--- src/rtl/fetch_controller.sv ---
// fetch_controller: sequences the instruction_fetch stage (boot hold, hazard
// stalls, imem wait states, branch redirects) and reports memory timeouts.
module fetch_controller #(
  parameter int unsigned BOOT_CYCLES = 2,
  parameter int unsigned TIMEOUT     = 16
) (
  input  logic        clk,
  input  logic        rst,
  input  logic        hazard,
  input  logic        branch_taken_in,
  input  logic [31:0] branch_adr_in,
  input  logic        imem_ready,
  output logic        freeze,
  output logic        branch_taken,
  output logic [31:0] branch_adr,
  output logic        flush,
  output logic        if_valid,
  output logic        mem_error,
  output logic [15:0] stall_count
);

  localparam int unsigned CNT_W   = 8;
  localparam int unsigned STALL_W = 16;
  localparam int unsigned ADR_W   = 32;

  localparam logic [CNT_W-1:0]   BOOT_LAST    = CNT_W'(BOOT_CYCLES - 1);
  localparam logic [CNT_W-1:0]   TIMEOUT_LAST = CNT_W'(TIMEOUT - 1);
  localparam logic [STALL_W-1:0] STALL_MAX    = {STALL_W{1'b1}};

  typedef enum logic [1:0] {
    ST_BOOT  = 2'd0,
    ST_RUN   = 2'd1,
    ST_ERROR = 2'd2
  } state_t;

  state_t             state;
  logic [CNT_W-1:0]   boot_cnt;
  logic [CNT_W-1:0]   wait_cnt;

  // State, boot/wait counters and saturating stall counter.
  always_ff @(posedge clk) begin
    if (rst) begin
      state       <= ST_BOOT;
      boot_cnt    <= '0;
      wait_cnt    <= '0;
      stall_count <= '0;
    end else begin
      case (state)
        ST_BOOT: begin
          boot_cnt <= boot_cnt + CNT_W'(1);
          if (boot_cnt == BOOT_LAST) begin
            state <= ST_RUN;
          end
        end
        ST_RUN: begin
          // Branch or a ready word ends the wait window.
          if (imem_ready || branch_taken_in) begin
            wait_cnt <= '0;
          end else begin
            wait_cnt <= wait_cnt + CNT_W'(1);
            if (wait_cnt == TIMEOUT_LAST) begin
              state <= ST_ERROR;
            end
          end
          if (freeze && (stall_count != STALL_MAX)) begin
            stall_count <= stall_count + STALL_W'(1);
          end
        end
        ST_ERROR: begin
          state <= ST_ERROR;
        end
        default: begin
          state <= ST_BOOT;
        end
      endcase
    end
  end

  // Stage control outputs; branch has priority over hazard over memory wait.
  always_comb begin
    freeze       = 1'b1;
    branch_taken = 1'b0;
    branch_adr   = '0;
    flush        = 1'b0;
    if_valid     = 1'b0;
    mem_error    = 1'b0;
    case (state)
      ST_RUN: begin
        branch_taken = branch_taken_in;
        branch_adr   = branch_taken_in ? branch_adr_in : ADR_W'(0);
        flush        = branch_taken_in;
        freeze       = !branch_taken_in && (hazard || !imem_ready);
        if_valid     = imem_ready && !hazard && !branch_taken_in;
      end
      ST_ERROR: begin
        mem_error = 1'b1;
      end
      default: begin
        freeze = 1'b1;
      end
    endcase
  end

endmodule

--- config.mk ---
export PLATFORM = sky130hd
export DESIGN_NAME = fetch_controller
export DESIGN_NICKNAME = d
export VERILOG_FILES = /design/src/rtl/fetch_controller.sv
export SDC_FILE = /design/constraint.sdc
export NUM_CORES = 1
export LEC_CHECK = 0
export BUFFER_PORTS_ARGS = -buffer_cell sky130_fd_sc_hd__buf_2
export CORE_ASPECT_RATIO = 1.4
export CORE_MARGIN = 10
export CORE_UTILIZATION = 42
export CTS_CLUSTER_SIZE = 20
export DETAILED_ROUTE_END_ITERATION = 16
export GPL_TIMING_DRIVEN = 0
export PLACE_DENSITY = 0.73
export RECOVER_POWER = 25
export SLEW_MARGIN = 20
export SYNTH_ARGS = -nofsm -noshare
export SYNTH_HDL_FRONTEND = slang
export SYNTH_SLANG_ARGS = --single-unit
--- constraint.sdc ---
create_clock -name clk -period 1.8 [get_ports clk]
set_input_delay 0.27 -clock clk [delete_from_list [all_inputs] [get_ports clk]]
set_output_delay 0.27 -clock clk [all_outputs]
set_load 0.1 [all_outputs]
==> results.md, run 1 <==
- Sink Count: 34
- Worst Clk Skew: 6.20 ps
- Psw: 1.92 mW
- Hold Path Class: in -> reg
- Worst IR Drop VDD: 0.615 mV
- Max FO, Critical Path: 6
- Vias in the first global route: 2191
- Port Buffer Count: 87
- Antenna Cells: 0
- Final Net Count: 391
- Warnings from Yosys: 0
- Area grow syn2layout: 67.8%
- Hold buffers post-CTS: 0
- Leakage Power: 1.41 nW
- Slew @ Worst Pin: 623 ps
- Avg WL per Cell: 17.6 microns
- Power Dens Cells: 1150 mW/mm^2
- Setup_tns: -135 ps
- Synth cell count leaders: and3_1, dfxtp_1, a21oi_1
- Die ar.: 0.00785 sq mm
- Largest net degree at the start of global routing: 11
- Dpl ws: -209 ps
- Seq/Total Area, Yosys: 0.347
- Die height: 101 microns
- Internal: 1.88 mW
- Yosys top cell area share: 0.347
- CP Launch Type: register
- Worst skew pair latency: 290 ps
- F_max: 0.540 GHz
- Fin util: 0.726
- Multi-input gate area: 0.00139 sq mm
- Cell Area, Synth: 0.00196 sq mm
- Flop pwr share: 0.229
- DRT iter0 DRCs: 114
- Switching share of power: 0.506
- Flops & latches, synth: 34
- Logic pwr share: 0.615
- Gr usage total: 0.170
- Number of library cell types mapped by synthesis: 41
- DRC: 0
- Syn nets: 286
- Grt total ovfl: 0
- H-tree Lvls: 2
- Initial Utilization: 0.433
- Final Worst Setup Slack: -52.1 ps
- Clock Power Share: 0.156
- Worst-case clock buffer depth: 2
- FF/Latch Area: 746 sq um
- Max Cap Viol: 0
- Cell taking the most area after synthesis: dfxtp_1
- Root buffer cell: clkbuf_8
- Failing checks: negative setup slack
- Hold Slack: 328 ps
- Row cnt: 29
- Chip width: 77.8 microns
- Initial antenna violation count: 0
- Crit Path Category: reg -> reg
- Routed Antenna Nets: 0
- Design Area, Final: 0.00329 sq mm
- Final WL: 7220 microns
- Endpoint class of the critical path: register
- Outcome: complete, but fails checks
- CTS tree: yes
- Post-place instance area: 0.00265 sq mm
- Min cycle time layout: 1850 ps
- Layout cells sized above 1: 0.560
- Vias: 2265
- Num CTS Buffers: 5
- Asr flop ratio synth: 0
- Reg clk slew, reported paths: 70 ps
- RePlAce Congestion: 0.895
- First-pass GRT wire length: 11100 microns
- Layout fillers: 333
- Ranking of synthesized cells by area: dfxtp_1, and3_1, a21oi_1
- RSZ-0062 raised after global routing: yes
- Core area: 0.00454 sq mm
- Worst EP arrival: 2060 ps
- Hold Fails Final Rpt: 0
- Avg Inst Size Synth: 8.11 sq um
- Mapped Cells: 242
- HPWL Detailed: 4870 microns
- Slew Limit Fails: 0
- Dominant synthesized flop cell: dfxtp_1
- Slew headroom: 0.581
- Vias per inst: 5.52
- I/O pins: 90
- Final worst-path cycle share: 1.03
- Worst path required time: 2010 ps
- Post-synth EDFFs: 0
- DRT Pass-1 Iters: 4
- Setup violations, final: 4
[critical path: stages, from the launching register on]
cell and delay, ps:
dfxtp_2 320, inv_2 70, ha_4 170, nor2b_4 160, nand4_1 180, clkbuf_8 220, or4_4 490, a21oi_2 160
[cells by family after synthesis]
kind of cell	after synthesis	share of synthesized area
simple gates	121	0.361
compound gates	44	0.139
flops	34	0.347
buf+inv	23	0.0472
xor+xnor	10	0.0446
fa+ha+maj	7	0.0446
mux	3	0.0166
[area by class of cell]
| class | count | area share |
|---|---|---|
| multi-input cells | 185 | 0.421 |
| inverters | 7 | 0.00798 |
| clock inverters | 1 | 0.00152 |
| clock buffers | 7 | 0.0262 |
| well taps | 62 | 0.0235 |
| flip-flops and latches | 34 | 0.226 |
| repair buffers | 100 | 0.269 |
| plain buffers | 14 | 0.0251 |
[through the flow]
step | cells | power (mW)
6_report | 410 | 3.80
5_1_grt | 410 | 3.97
4_1_cts | 407 | 3.68
3_5_place_dp | 391 | 2.79
3_3_place_gp | 391 | 2.77
2_1_floorplan | 242 | 2.50
[state kept, by name, indices dropped and copies added, names as in the netlist]
name and count:
boot_cnt 8, stall_count 16, state 2, wait_cnt 8
[per-layer routing]
layer,wire [microns],part of all wire,track usage,vias to the layer above
li1,-,-,-,1110
met1,3000,0.42,0.191,1061
met2,3540,0.49,0.293,85
met3,553,0.077,0.0545,9
met4,129,0.018,0.0592,0
met5,0,0,0,-
[timing repair]
| action | 4_1_cts | 5_1_grt |
|---|---|---|
| cloned | 1 | 0 |
| setup endpoints to repair | 48 | 43 |
| gates resized for setup | 96 | 41 |
| buffers inserted | 8 | 4 |
| pin swaps | 11 | 10 |
[final timing paths]
path | start | endpoint | cells after the start | slack (ps)
worst max-delay path | state[1] | stall_count[7] | 7 | -50
worst min-delay path | imem_ready | wait_cnt[1] | 4 | 330
worst max register to register | state[1] | stall_count[7] | 7 | -50
worst min register to register | stall_count[6] | stall_count[6] | 2 | 510
[cells in the final DEF, fill, tap and decap left out, types with 6 or more instances in the layout]
| master | instances |
|---|---|
| buf_4 | 12 |
| buf_2 | 51 |
| dfxtp_1 | 14 |
| buf_12 | 11 |
| nand2_1 | 16 |
| a21oi_1 | 13 |
| clkbuf_8 | 7 |
| buf_8 | 7 |
| clkbuf_1 | 6 |
| and3_2 | 32 |
| dfxtp_4 | 16 |
| nand4_1 | 12 |
| nor2_1 | 14 |
| buf_6 | 20 |
| or4_1 | 7 |
| or3_1 | 8 |
| inv_1 | 6 |
| xor2_1 | 8 |
| o21ai_0 | 8 |
[power groups by stage]
stage	sequential, mW	combinational, mW	clock [mW]
after floorplan	0.897	1.60	0
after global placement	0.877	1.89	0
after detailed placement	0.881	1.91	0
after CTS	0.862	2.21	0.606
after global routing	0.876	2.45	0.643
final	0.868	2.34	0.593
Note: power is estimated with default switching activity, not from simulation.
==> run 2, diff against run 1 <==
GPL_TIMING_DRIVEN = unset   (was 0)
==> run 2 against run 1 <==
  * Combinational power is 3% higher
  * Core utilization is 1.2 points higher
  * Cell count is 2.7% lower
  * The flow now finishes without violations
  * Die area stayed put
  * Clock power is 7.4% lower
  * Critical path type unchanged
  * Via count is 3.3% lower
  * Largest cell class unchanged
==> results.md, run 2 (synthesis results as in run 1) <==
- Outcome: finished clean
- HPWL Detailed: 5410 microns (+11%)
- Hold buffers post-CTS: 0 (unchanged)
- Slew Limit Fails: 0 (unchanged)
- R2R Path End: state[1]
- Die ar.: 0.00785 sq mm (unchanged)
- Grt total ovfl: 0 (unchanged)
- I/O pins: 90 (unchanged)
- Endpoint class of the critical path: register
- Root buffer cell: clkbuf_8
- Most frequent cells in the layout: buf_2, buf_12, and3_2, a21oi_1, nand2_1
- Max Cap Viol: 0 (unchanged)
- Crit Path Category: reg -> reg
- Worst Clk Skew: 8.51 ps (+2.32 ps)
- Die height: 101 microns (unchanged)
- CP Launch Type: register
- Row cnt: 29 (unchanged)
- Worst R2R Setup Slack: 10 ps (+60 ps)
- Vias: 2190 (-3.3%)
- Num CTS Buffers: 5 (unchanged)
- Antenna Cells: 0 (unchanged)
- CTS tree: yes
- Largest net degree at the start of global routing: 44 (+33)
- Final Total Pwr: 3.81 mW (+0.39%)
- Biggest regs: stall_count: 16 flops, boot_cnt: 8 flops, wait_cnt: 8 flops
- DP Cell Count: 390 (-0.26%)
- Leakage Power: 1.41 nW (about the same)
- Initial Utilization: 0.433 (unchanged)
- RePlAce Congestion: 0.841 (-6.1%)
- F_max: 0.559 GHz (+3.5%)
- Final Instance Count excl. Fillers: 399 (-2.7%)
- First-pass GRT wire length: 10700 microns (-3.4%)
- Setup violations, final: 0 (-4)
- Layout fillers: 315 (-5.4%)
- RR Startpoint: wait_cnt[1]
- Reg with most FFs: stall_count
- DRT Pass-1 Iters: 4 (unchanged)
- Hold Crit Endpoint: wait_cnt[1]
- Layout cells sized above 1: 0.531 (-0.0292)
- DRT iter0 DRCs: 56 (-51%)
- Vias in the first global route: 2050 (-6.4%)
- HP Start: imem_ready
- Commonest non-fill, non-tap cell in the layout: buf_2
- Sink Count: 34 (unchanged)
- Routed Antenna Nets: 0 (unchanged)
- Port Buffer Count: 89 (+2.3%)
- Worst skew pair latency: 290 ps (about the same)
- Worst IR Drop VDD: 0.813 mV (+32%)
- Avg WL per Cell: 17.2 microns (-2.4%)
- Chip width: 77.8 microns (unchanged)
- Reg clk slew, reported paths: 70 ps (about the same)
- Hold Path Class: in -> reg
- Power Dens Cells: 1140 mW/mm^2 (-1.2%)
- Slew @ Worst Pin: 547 ps (-76.2 ps)
- RSZ-0062 raised after global routing: yes
- Gr usage total: 0.163 (-0.00670)
- DRC: 0 (unchanged)
- Worst EP arrival: 2010 ps (-50 ps)
- H-tree Lvls: 2 (unchanged)
- Worst-case clock buffer depth: 2 (unchanged)
- CP max-delay cell: or4b_4
- Largest register FFs: 16 (unchanged)
- Final WL: 6850 microns (-5.0%)
- FF/Latch Area: 743 sq um (-0.34%)
- Initial antenna violation count: 0 (unchanged)
- Min cycle time layout: 1790 ps (-62.7 ps)
- Worst hold stages: 4 (unchanged)
- Vias per inst: 5.49 (-0.65%)
- Slew headroom: 0.633 (+0.0515)
- Final worst-path cycle share: 0.994 (-0.0348)
- Multi-input gate area: 0.00132 sq mm (-4.6%)
- Hold Fails Final Rpt: 0 (unchanged)
- Worst path required time: 2020 ps (about the same)
- Area grow syn2layout: 70.6%
- Max FO, Critical Path: 4 (-2)
- Highest cell delay on the worst timing path: 450 ps (-40 ps)
- Core area: 0.00454 sq mm (unchanged)
- CP cell instances: ha_4, or4b_4, o41a_1, a21oi_2, mux2i_1
- R2R cell count: 5 (-2)
- Final Net Count: 380 (-2.8%)
run 2: changes by cell type in the layout (fill, tap and decap cells not counted), moves of 3 or more:
cell      delta
buf_8        -7
a21oi_2      -4
buf_6       -18
a21oi_1      +4
o31ai_1      +3
clkbuf_1     -5
clkbuf_2     -4
buf_12      +25
run 2: area by class of cell:
class,instances,area share
Clock buffer,5,0.0206
Clock inverter,3,0.00448
Inverter,7,0.00785
Multi-Input combinational cell,185,0.395
Sequential cell,34,0.222
Tap cell,62,0.0232
Timing Repair Buffer,103,0.327
run 2: worst max-delay path by stage:
stage	start	end	slack, ps	cells after the start
floorplan	stall_count[10]	stall_count[15]	-90	4
global placement	wait_cnt[0]	state[0]	50	5
detailed placement	wait_cnt[1]	state[0]	2	5
CTS	state[1]	branch_adr[1]	3	5
global route	state[1]	stall_count[11]	-90	7
finish	wait_cnt[1]	state[1]	10	5
run 2: routing by layer:
| layer | track usage | wire length [microns] | up-vias |
|---|---|---|---|
| li1 | - | - | 1084 |
| met1 | 0.194 | 2870 | 996 |
| met2 | 0.267 | 3230 | 104 |
| met3 | 0.0571 | 685 | 6 |
| met4 | 0.0521 | 67 | 0 |
| met5 | 0 | 0 | - |
run 2: through the flow:
step                      area, sq um   util  hold slack [ps]  setup TNS, ps  setup slack [ps]
final                            3350  0.738              322              0              10.6
after global routing             3350  0.738              345          -2660             -94.0
after global placement           3220  0.709              463              0              50.1
after floorplan                  2140      -              450           -180             -94.0
after detailed placement         3220  0.709              469              0              1.82
after CTS                        3310  0.730              335              0              3.29
run 2: timing repair:
action / CTS / global route
gates cloned: 0 / 0
setup endpoints to repair: 36 / 46
pin swaps: 0 / 3
resized for setup: 3 / 8
setup buffers: 0 / 1
run 2: where the power goes:
part	switching (mW)	internal [mW]	leakage, nW
logic	1.56	0.840	1.08
clock network	0.284	0.265	0.0459
registers	0.0639	0.800	0.289
run 2: worst max-delay path: cells and delay by family, from the launching register on:
family | cells | cell delay (ps)
AOI/OAI and AO/OA | 2 | 570
adders and majority gates | 1 | 150
DFF | 1 | 360
muxes | 1 | 190
and+or+nand+nor | 1 | 450
